`config.mk`:
```
export PLATFORM = sky130hd
export DESIGN_NAME = fleet_controller
export DESIGN_NICKNAME = d
export VERILOG_FILES = /design/src/rtl/fleet_controller.sv
export SDC_FILE = /design/constraint.sdc
export NUM_CORES = 1
export LEC_CHECK = 0
export CORE_MARGIN = 10
export CORE_UTILIZATION = 45
export CTS_BUF_LIST = sky130_fd_sc_hd__clkbuf_8 sky130_fd_sc_hd__clkbuf_16
export DETAILED_ROUTE_END_ITERATION = 12
export GPL_TIMING_DRIVEN = 0
export PLACE_DENSITY = 0.67
export SYNTH_ARGS = -nofsm -noshare
export SYNTH_HDL_FRONTEND = slang
export SYNTH_SLANG_ARGS = --single-unit
```
`constraint.sdc`:
```
create_clock -name clk -period 28.3 [get_ports clk]
set_input_delay 2.83 -clock clk [delete_from_list [all_inputs] [get_ports clk]]
set_output_delay 2.83 -clock clk [all_outputs]
set_load 0.05 [all_outputs]
```
`src/rtl/fleet_controller.sv`:
```
// Alien formation sequencer: march/descend control, kill-based speed-up, round-robin fire scheduling.
// All outputs registered; fire_req held until fire_ack or withdrawal. Speed-up built only with FLEET_SPEEDUP_EN.
module fleet_controller #(
    parameter int          NUM_ALIENS    = 8,
    parameter int          SPRITE_WIDTH  = 16,
    parameter logic [15:0] LEFT_LIMIT    = 16'd8,
    parameter logic [15:0] RIGHT_LIMIT   = 16'd632,
    parameter logic [15:0] BASE_PERIOD   = 16'd1000,
    parameter logic [15:0] PERIOD_STEP   = 16'd100,
    parameter logic [15:0] MIN_PERIOD    = 16'd100,
    parameter logic [15:0] FIRE_INTERVAL = 16'd5000,
    parameter int          MAX_DESCENTS  = 8
) (
    input  logic                     clk,
    input  logic                     rst_n,
    input  logic                     new_wave,
    input  logic [NUM_ALIENS-1:0]    alive_mask,
    input  logic [NUM_ALIENS*16-1:0] alien_x,
    input  logic                     fire_ack,
    output logic                     movement_direction,
    output logic [15:0]              movement_frequency,
    output logic                     step_down,
    output logic [NUM_ALIENS-1:0]    armed,
    output logic                     fire_req,
    output logic [15:0]              fire_origin_x,
    output logic                     cleared,
    output logic                     invaded
);
    localparam int IDX_W = (NUM_ALIENS > 1) ? $clog2(NUM_ALIENS) : 1;
    localparam int CNT_W = $clog2(MAX_DESCENTS + 1);
    localparam logic [CNT_W-1:0]      LAST_DESCENT = CNT_W'(MAX_DESCENTS - 1);
    localparam logic [15:0]           TIMER_LAST   = FIRE_INTERVAL - 16'd1;
    localparam logic [15:0]           HALF_SPRITE  = 16'(SPRITE_WIDTH / 2);
    localparam logic [NUM_ALIENS-1:0] ONE_HOT_0    = NUM_ALIENS'(1);

    typedef enum logic [2:0] {
        MARCH,
        DESCEND,
        SETTLE,
        CLEARED,
        INVADED
    } state_t;

    state_t           state;
    state_t           state_nxt;
    logic [CNT_W-1:0] descent_count;
    logic [IDX_W-1:0] pointer;
    logic [IDX_W-1:0] sel_idx;
    logic [IDX_W-1:0] sel_inc;
    logic [IDX_W-1:0] pick_idx;
    logic [IDX_W-1:0] cand;
    logic             pick_vld;
    logic [15:0]      timer;
    logic [15:0]      period_nxt;
    logic [15:0]      min_x;
    logic [15:0]      max_x;
    logic [16:0]      right_extent;
    logic             at_right;
    logic             at_left;
    logic             at_edge;
    logic             all_dead;
    logic             fire_active;
    logic [15:0]      xs [NUM_ALIENS];

    for (genvar g = 0; g < NUM_ALIENS; g++) begin : g_unpack
        assign xs[g] = alien_x[16*g +: 16];
    end

    // Formation extent considers live aliens only; dead slots keep stale x values.
    always_comb begin
        min_x = 16'hFFFF;
        max_x = 16'h0000;
        for (int i = 0; i < NUM_ALIENS; i++) begin
            if (alive_mask[i]) begin
                if (xs[i] < min_x) min_x = xs[i];
                if (xs[i] > max_x) max_x = xs[i];
            end
        end
    end

    assign right_extent = {1'b0, max_x} + 17'(SPRITE_WIDTH);
    assign at_right     = right_extent >= {1'b0, RIGHT_LIMIT};
    assign at_left      = min_x <= LEFT_LIMIT;
    assign at_edge      = movement_direction ? at_right : at_left;
    assign all_dead     = (alive_mask == '0);

    always_comb begin
        state_nxt = state;
        case (state)
            MARCH:   if (at_edge) state_nxt = DESCEND;
            DESCEND: state_nxt = (descent_count == LAST_DESCENT) ? INVADED : SETTLE;
            // Both limits must be clear so a formation parked on an edge cannot re-trigger.
            SETTLE:  if (!at_right && !at_left) state_nxt = MARCH;
            CLEARED: state_nxt = CLEARED;
            INVADED: state_nxt = INVADED;
            default: state_nxt = MARCH;
        endcase
        if (all_dead && state != INVADED) state_nxt = CLEARED;
    end

    assign fire_active = (state == MARCH || state == DESCEND || state == SETTLE) &&
                         (state_nxt != CLEARED) && (state_nxt != INVADED);

    // First live alien at or after the round-robin pointer; lowest offset wins.
    always_comb begin
        pick_idx = '0;
        pick_vld = 1'b0;
        cand     = '0;
        for (int k = NUM_ALIENS - 1; k >= 0; k--) begin
            cand = IDX_W'((int'(pointer) + k) % NUM_ALIENS);
            if (alive_mask[cand]) begin
                pick_idx = cand;
                pick_vld = 1'b1;
            end
        end
    end

    assign sel_inc = (int'(sel_idx) == NUM_ALIENS - 1) ? '0 : sel_idx + IDX_W'(1);

`ifdef FLEET_SPEEDUP_EN
    int kills;
    int period_calc;
    always_comb begin
        kills = NUM_ALIENS;
        for (int i = 0; i < NUM_ALIENS; i++) begin
            if (alive_mask[i]) kills = kills - 1;
        end
        period_calc = int'(BASE_PERIOD) - kills * int'(PERIOD_STEP);
        if (period_calc < int'(MIN_PERIOD)) period_calc = int'(MIN_PERIOD);
    end
    assign period_nxt = 16'(period_calc);
`else
    assign period_nxt = BASE_PERIOD;
`endif

    always_ff @(posedge clk) begin
        if (!rst_n) begin
            movement_frequency <= BASE_PERIOD;
        end else begin
            movement_frequency <= period_nxt;
        end
    end

    always_ff @(posedge clk) begin
        if (!rst_n) begin
            state              <= MARCH;
            movement_direction <= 1'b1;
            step_down          <= 1'b0;
            descent_count      <= '0;
            cleared            <= 1'b0;
            invaded            <= 1'b0;
            fire_req           <= 1'b0;
            armed              <= '0;
            sel_idx            <= '0;
            pointer            <= '0;
            timer              <= '0;
            fire_origin_x      <= '0;
        end else if (new_wave) begin
            state              <= MARCH;
            movement_direction <= 1'b1;
            step_down          <= 1'b0;
            descent_count      <= '0;
            cleared            <= 1'b0;
            invaded            <= 1'b0;
            fire_req           <= 1'b0;
            armed              <= '0;
            pointer            <= '0;
            timer              <= '0;
        end else begin
            state     <= state_nxt;
            cleared   <= (state_nxt == CLEARED);
            invaded   <= (state_nxt == INVADED);
            step_down <= 1'b0;
            if (state == DESCEND && state_nxt != CLEARED) begin
                step_down          <= 1'b1;
                movement_direction <= ~movement_direction;
                descent_count      <= descent_count + CNT_W'(1);
            end

            if (!fire_active) begin
                fire_req <= 1'b0;
                armed    <= '0;
                timer    <= '0;
            end else if (fire_req) begin
                if (fire_ack) begin
                    fire_req <= 1'b0;
                    armed    <= '0;
                    pointer  <= sel_inc;
                    timer    <= '0;
                end else if (!alive_mask[sel_idx]) begin
                    // Shooter died before the shot left: withdraw, keep the pointer.
                    fire_req <= 1'b0;
                    armed    <= '0;
                    timer    <= '0;
                end else begin
                    fire_origin_x <= xs[sel_idx] + HALF_SPRITE;
                end
            end else if (timer == TIMER_LAST) begin
                if (pick_vld) begin
                    fire_req      <= 1'b1;
                    armed         <= ONE_HOT_0 << pick_idx;
                    sel_idx       <= pick_idx;
                    fire_origin_x <= xs[pick_idx] + HALF_SPRITE;
                end
            end else begin
                timer <= timer + 16'd1;
            end
        end
    end

endmodule

```
==> results.txt, run 1 <==
The final critical-path share of the clock period came out at 92.6%. The via count came out at 15000. Based on the critical path, the design can be clocked at up to 38.2 MHz.

The total number of placement rows came out at 64. The cell that appears most often on the critical path is sky130_fd_sc_hd__o21ai_0. For the worst setup path, the data arrival time is 26.41 ns. In the routed layout, each cell is associated on average with a via count of 6.26. The number of antenna violations at the first check in global routing is 5. The CTS tree is done.

The largest voltage drop on the vdd net came out at 0.0294 mV. The class of the tightest hold or removal check is reg2reg. The detailed-router iteration count before antenna repair is 6.

Fill cells in the final layout number 2949. The register bit count reported by yosys came out at 58. The total number of yosys warnings came out at 0. The leakage component of the power is 7.16 nW. The share of the Yosys chip area taken by registers is 8.25%. The critical path is of the in2reg type. The I/O pin count came out at 185. The final number of setup-violating endpoints is 0. The highest fanout seen on the critical path came out at 19. The minimum clock period is 26.20 ns. The root buffer cell chosen for the clock tree is sky130_fd_sc_hd__clkbuf_16. The number of clock sinks is 58. The worst slack on hold paths is 0.476 ns. The number of synthesized flops with an enable pin came out at 0. The startpoint type of the worst setup path is an input pin. The hold buffer count at CTS is 0. Routability-driven placement finished with a final weighted congestion of 1.02. The die extent in x is 197 microns. The max-slew violation count was 0. The synthesized netlist occupies a cell area of 14100 sq um. The number of global-route vias before repair is 14700. For this run, the leading register cell type out of synthesis is sky130_fd_sc_hd__dfxtp_1.

The ratio of total power to cell area is 42.0 nW/um^2. The total area inside the core boundary comes to 30700 sq um. The relative area change from synthesis to final layout is 18.5%. The final count of hold timing violations came out at 0. The maximum number of pins on one net before global-route repair is 11.

In the global route stage, overall resource usage came out at 26.6%. The flow ran to the end, and the final reports show no timing, DRC or antenna violations. The number of levels the H-tree was split into is 3.

The worst setup path is captured at a flop. The post-synthesis average cell area is 7.80 sq um. The clock slew seen by the registers of the worst setup and hold paths is 0.05 ns.

The critical-path cell with the highest stage delay is sky130_fd_sc_hd__clkdlybuf4s50_1. The number of buffers created by CTS came out at 9. Once detailed placement completed, the half-perimeter wirelength came to 45000 microns.

The accumulated negative setup slack came out at 0 ns. The die covers 38700 sq um. In this run the tool buffered the top-level ports with 168 buffer cells. For this run, the slowest stage of the critical path takes 0.67 ns. The count of distinct cell types in the synthesized netlist came out at 87. The worst path required time is 28.51 ns. The number of instances in the synthesized netlist came out at 1805. The post-route DRC violation count came out at 0. Across the routed clock network, the largest skew measured is 0.00542 ns. The first-pass GRT wire length is 82100 microns.

Cells with a size suffix above 1 make up 10.1% of the layout. Of all flip-flops after synthesis, the portion carrying an async set or reset was 0%. In the layout the commonest cells are sky130_fd_sc_hd__ha_1, sky130_fd_sc_hd__clkdlybuf4s50_1, sky130_fd_sc_hd__inv_1, sky130_fd_sc_hd__nor2_1, sky130_fd_sc_hd__a21oi_1. In this run the vertical extent of the chip is 197 microns. The count of maximum capacitance violations is 0. The tightest slew margin relative to the limit came out at 10.7%.

The slew of the pin with the lowest slew margin came out at 1.31 ns. The detail route stage leaves a number of antenna-violating nets equal to 0. Leaving out fill and tap cells, the most frequent cell in the layout is sky130_fd_sc_hd__ha_1. The longest clock path from root to sink contains 2 buffers.

The final routed wire length divided by cell count is 22.1 microns. The number of violations reported at the end of detailed-routing iteration 0 is 1462. Setup repair after global routing left no endpoint under its margin. The wire length after detailed routing came out at 53000 microns. The clock insertion delay at the later pin of the skew report is 0.32 ns. The overall overflow remaining after global route is 0.

The initial core utilization came out at 45.8%. The final net count came out at 2353.
## per-stage QoR
step,instance area (sq um),std cells,util [%],total power [mW],setup WS (ns)
3_3_place_gp,16300,2383,53.0,0.565,0.607
3_5_place_dp,16300,2383,53.0,0.578,0.0483
6_report,16700,2400,54.2,0.701,2.10
2_1_floorplan,14100,1819,-,0.434,6.15
5_1_grt,16700,2399,54.2,0.764,0.288
4_1_cts,16600,2399,54.0,0.688,0.285
## final timing paths
path / start / end / slack, ns / cells past startpoint
worst max register to register: pointer[1] / fire_origin_x[14] / 20.16 / 24
worst min register to register: fire_origin_x[0] / fire_origin_x[0] / 0.48 / 2
worst max-delay path: alive_mask[0] / state[0] / 2.10 / 98
worst min-delay path: fire_origin_x[0] / fire_origin_x[0] / 0.48 / 2
## critical path: cells and delay by family
family,cells,cell delay [ns]
mux,2,0.70
compound gates,42,10.25
fa+ha+maj,8,2.10
buf+inv,22,5.73
simple gates,24,4.75
## power by group
part           internal [mW]  switching, mW
logic                  0.214          0.298
clock network         0.0716         0.0348
registers             0.0825       0.000674
## cells in the mapped netlist (17+ instances only)
library cell                 n  area share [%]
sky130_fd_sc_hd__ha_1      216              19
sky130_fd_sc_hd__nor2_1    165             4.4
sky130_fd_sc_hd__inv_1     163             4.3
sky130_fd_sc_hd__a21oi_1   135             4.8
sky130_fd_sc_hd__nand2_1   130             3.5
sky130_fd_sc_hd__o21ai_0   111             3.9
sky130_fd_sc_hd__mux2i_1    71             5.0
sky130_fd_sc_hd__mux4_2     70              11
sky130_fd_sc_hd__nand4_1    62             2.8
sky130_fd_sc_hd__clkbuf_1   61             1.6
sky130_fd_sc_hd__mux2_2     59             4.7
sky130_fd_sc_hd__dfxtp_1    58             8.3
sky130_fd_sc_hd__a21o_1     55             2.9
sky130_fd_sc_hd__nor3_1     34             1.2
sky130_fd_sc_hd__nand2b_1   30             1.3
sky130_fd_sc_hd__nor2b_1    29             1.3
sky130_fd_sc_hd__a211oi_1   27             1.4
sky130_fd_sc_hd__xnor2_1    21             1.3
sky130_fd_sc_hd__nand3_1    20            0.71
sky130_fd_sc_hd__o21a_1     18            0.96
sky130_fd_sc_hd__xor2_1     17             1.1
## cells by family (layout without fill, tap and decap cells)
logic type / after synthesis / count (layout) / synth area share, %
multiplexers: 201 / 201 / 21.1
AND/OR/NAND/NOR: 569 / 569 / 20.2
adder cells (fa/ha/maj): 218 / 218 / 19.3
other: 2 / 18 / 0.0534
flip-flops: 58 / 58 / 8.25
XOR/XNOR: 38 / 38 / 2.36
buffers and inverters: 253 / 436 / 7.30
AO/OA/AOI/OAI: 466 / 466 / 21.4
## state kept, by name, summed over array words and instances, names as in the netlist
register / flops
fire_origin_x: 16
timer: 16
armed: 8
descent_count: 4
pointer: 3
sel_idx: 3
state: 3
cleared: 1
fire_req: 1
invaded: 1
movement_direction: 1
step_down: 1
## what timing repair did
| action | CTS | global route |
|---|---|---|
| resized for setup | 0 | 21 |
| setup endpoints to repair | 0 | 2 |
| setup buffers | 0 | 0 |
| hold endpoints to repair | 0 | 0 |
## metal layers
metal  GRT usage (%)  wire [microns]  part of all wire, %
met1            34.4           22100                   42
met2            44.3           24300                   46
met3            4.75            4960                  9.4
met4            7.60            1600                  3.0
met5               0               0                    0
## area by class of cell
type,instances,area (sq um),area share [%]
diodes,2,5.00,0.0300
plain buffers,89,419,2.51
clock buffers,11,253,1.52
clock inverters,5,46.3,0.278
inverters,163,612,3.67
multi-input cells,1508,12000,72.0
flip-flops and latches,58,1160,6.96
well taps,396,495,2.97
repair buffers,168,1680,10.1
(Power assumes the default switching activity.)
==> inputs of run 2 (changes only) <==
Settings changed: SLEW_MARGIN from default to 20.
==> results.txt, run 2 (synthesized netlist as in run 1, its figures left out) <==
The leading cell type in the layout, fill and taps excluded was sky130_fd_sc_hd__ha_1 (unchanged). The I/O pin count is 185 (unchanged). The number of filler instances in the final layout came out at 2976 (was 2949). The largest voltage drop on the vdd net came out at 0.0308 mV (was 0.0294 mV). The routed via count divided by cell count was 6.26 (about the same). The largest incremental delay on the critical path is 0.63 ns (was 0.67 ns).

Outcome: completed (unchanged). The leakage component of the power came out at 7.17 nW (was 7.16 nW). Commonest cells after routing, fill and taps aside: sky130_fd_sc_hd__ha_1, sky130_fd_sc_hd__clkdlybuf4s50_1, sky130_fd_sc_hd__inv_1, sky130_fd_sc_hd__nor2_1, sky130_fd_sc_hd__a21oi_1 (unchanged). The first-pass GRT wire length came to 82100 microns (about the same). The final count of hold timing violations came out at 0 (unchanged). The category of the worst setup path capture point is a flop (unchanged).

The slew of the pin with the lowest slew margin came out at 1.15 ns (was 1.31 ns). The overall overflow remaining after global route is 0 (unchanged). The clock slew seen by the registers of the worst setup and hold paths came out at 0.05 ns (about the same). The relative area change from synthesis to final layout is 18.5% (about the same). The tightest slew margin relative to the limit was 22.5% (was 10.7%). The most common cell type on the critical path is sky130_fd_sc_hd__o21ai_0 (unchanged). The share of post-route cells with drive strength above 1 is 10.2% (was 10.1%). The critical-path cell with the highest stage delay is sky130_fd_sc_hd__clkdlybuf4s50_1 (unchanged). The number of violations reported at the end of detailed-routing iteration 0 came out at 1646 (was 1462). The number of global-route vias before repair is 14800 (was 14700).

The number of levels the H-tree was split into came out at 3 (unchanged). The residual antenna-violating net count after detailed routing is 0 (unchanged). The maximum operating frequency is 37.6 MHz (was 38.2 MHz).

The CTS tree is done (unchanged). The critical path start-end classification is in2reg (unchanged). The maximum clock skew at final layout came out at 0.00688 ns (was 0.00542 ns). The initial core utilization came out at 45.8% (unchanged). The worst path required time is 28.51 ns (about the same). The utilization after layout was 54.2% (about the same). The detailed-placement wirelength estimate came out at 45000 microns (about the same). The vertical die dimension was 197 microns (unchanged).

The number of antenna violations at the first check in global routing is 5 (unchanged). The post-route DRC violation count came out at 0 (unchanged). Largest regs: fire_origin_x x16, timer x16, armed x8 (unchanged). The number of clock sinks is 58 (unchanged). The overall power after layout came out at 704 uW (was 701 uW). The die extent in x came out at 197 microns (unchanged). The last weighted congestion value of the routability-driven placer is 1.02 (unchanged). The startpoint type of the worst setup path is an input pin (unchanged). The total track usage came out at 26.7% (was 26.6%). The ratio of total power to cell area is 42.2 nW/um^2 (was 42.0 nW/um^2). The minimum clock period came out at 26.59 ns (was 26.20 ns). The via count was 15000 (about the same). The final routed wire length divided by cell count is 22.2 microns (was 22.1 microns). The cell at the root of the clock tree is sky130_fd_sc_hd__clkbuf_16 (unchanged). The maximum number of pins on one net before global-route repair was 11 (unchanged).

The wire length after detailed routing is 53300 microns (was 53000 microns). The final net count is 2355 (was 2353). The arrival time at the worst endpoint is 26.81 ns (was 26.41 ns).

The count of maximum capacitance violations is 0 (unchanged). The final critical-path share of the clock period is 94.0% (was 92.6%). The total of buffers placed on input and output ports is 168 (unchanged).

The number of buffers created by CTS was 9 (unchanged). The total number of placement rows is 64 (unchanged). The area of the core region is 30700 sq um (unchanged). The detailed-router iteration count before antenna repair came out at 5 (was 6). The max-slew violation count is 0 (unchanged). The final number of setup-violating endpoints came out at 0 (unchanged). The die area came out at 38700 sq um (unchanged).

The maximum count of clock buffers along a single path came to 2 (unchanged). The highest fanout seen on the critical path is 10 (was 19). The hold buffer count at CTS came out at 0 (unchanged). The clock insertion delay at the later pin of the skew report is 0.33 ns (was 0.32 ns).

The class of the tightest hold or removal check is reg2reg (unchanged).
[run 2: cell types whose count changed in the layout (fill, tap and decap cells not counted), sizes merged]
cell | before | now
diode | 2 | 1
buf | 29 | 30
clkbuf | 71 | 72
[run 2: power breakdown]
part           switching, mW  total, mW  internal [mW]  leakage (nW)
registers           0.000679     0.0831         0.0825         0.468
clock network         0.0351      0.107         0.0716         0.159
logic                  0.299      0.514          0.214          6.54
[run 2: worst paths after layout]
path / startpoint / end / slack, ns / cells after the start
setup / recovery: alive_mask[0] / state[0] / 1.71 / 98
hold / removal: fire_origin_x[1] / fire_origin_x[1] / 0.48 / 2
setup reg to reg: pointer[1] / fire_origin_x[14] / 20.21 / 24
hold reg to reg: fire_origin_x[1] / fire_origin_x[1] / 0.48 / 2
[run 2: worst max-delay path: cells and delay by family]
kind	cells	cell delay, ns
AOI/OAI and AO/OA	40	9.86
buffers and inverters	23	6.19
and+or+nand+nor	26	5.29
adders and majority gates	8	2.20
muxes	1	0.38
[run 2: layout make-up]
type                    count  area, sq um  area share [%]
diodes                      1         2.50          0.0150
plain buffers              90          423            2.54
clock buffers              11          253            1.52
clock inverters             5         46.3           0.278
inverters                 163          612            3.67
multi-input cells        1508        12000            71.9
flip-flops and latches     58         1160            6.96
well taps                 396          495            2.97
repair buffers            169         1690            10.1
[run 2: what timing repair did]
action	in CTS	in global routing
resized for setup	0	20
setup endpoints to repair	0	2
hold endpoints to repair	0	0
setup buffers	0	0
[run 2: through the flow]
step	TNS (ns)	area, sq um	std cells	setup slack [ns]	hold WS, ns
2_1_floorplan	0	14100	1819	6.15	0.458
3_3_place_gp	0	16300	2383	0.607	0.469
3_5_place_dp	0	16300	2384	0.0610	0.469
4_1_cts	0	16600	2400	0.281	0.475
5_1_grt	-0.00720	16700	2401	-0.00720	0.489
6_report	0	16700	2401	1.71	0.480
[run 2: layer usage]
metal  up-vias  GRT usage [%]  share of wire, %  wire length, microns
met5         -           1.28             0.024                    13
met2       734           43.6                45                 24000
met3       122           5.95               9.7                  5160
li1       7093              -                 -                     -
met4         2           9.91               3.9                  2100
met1      7069           33.5                41                 22100
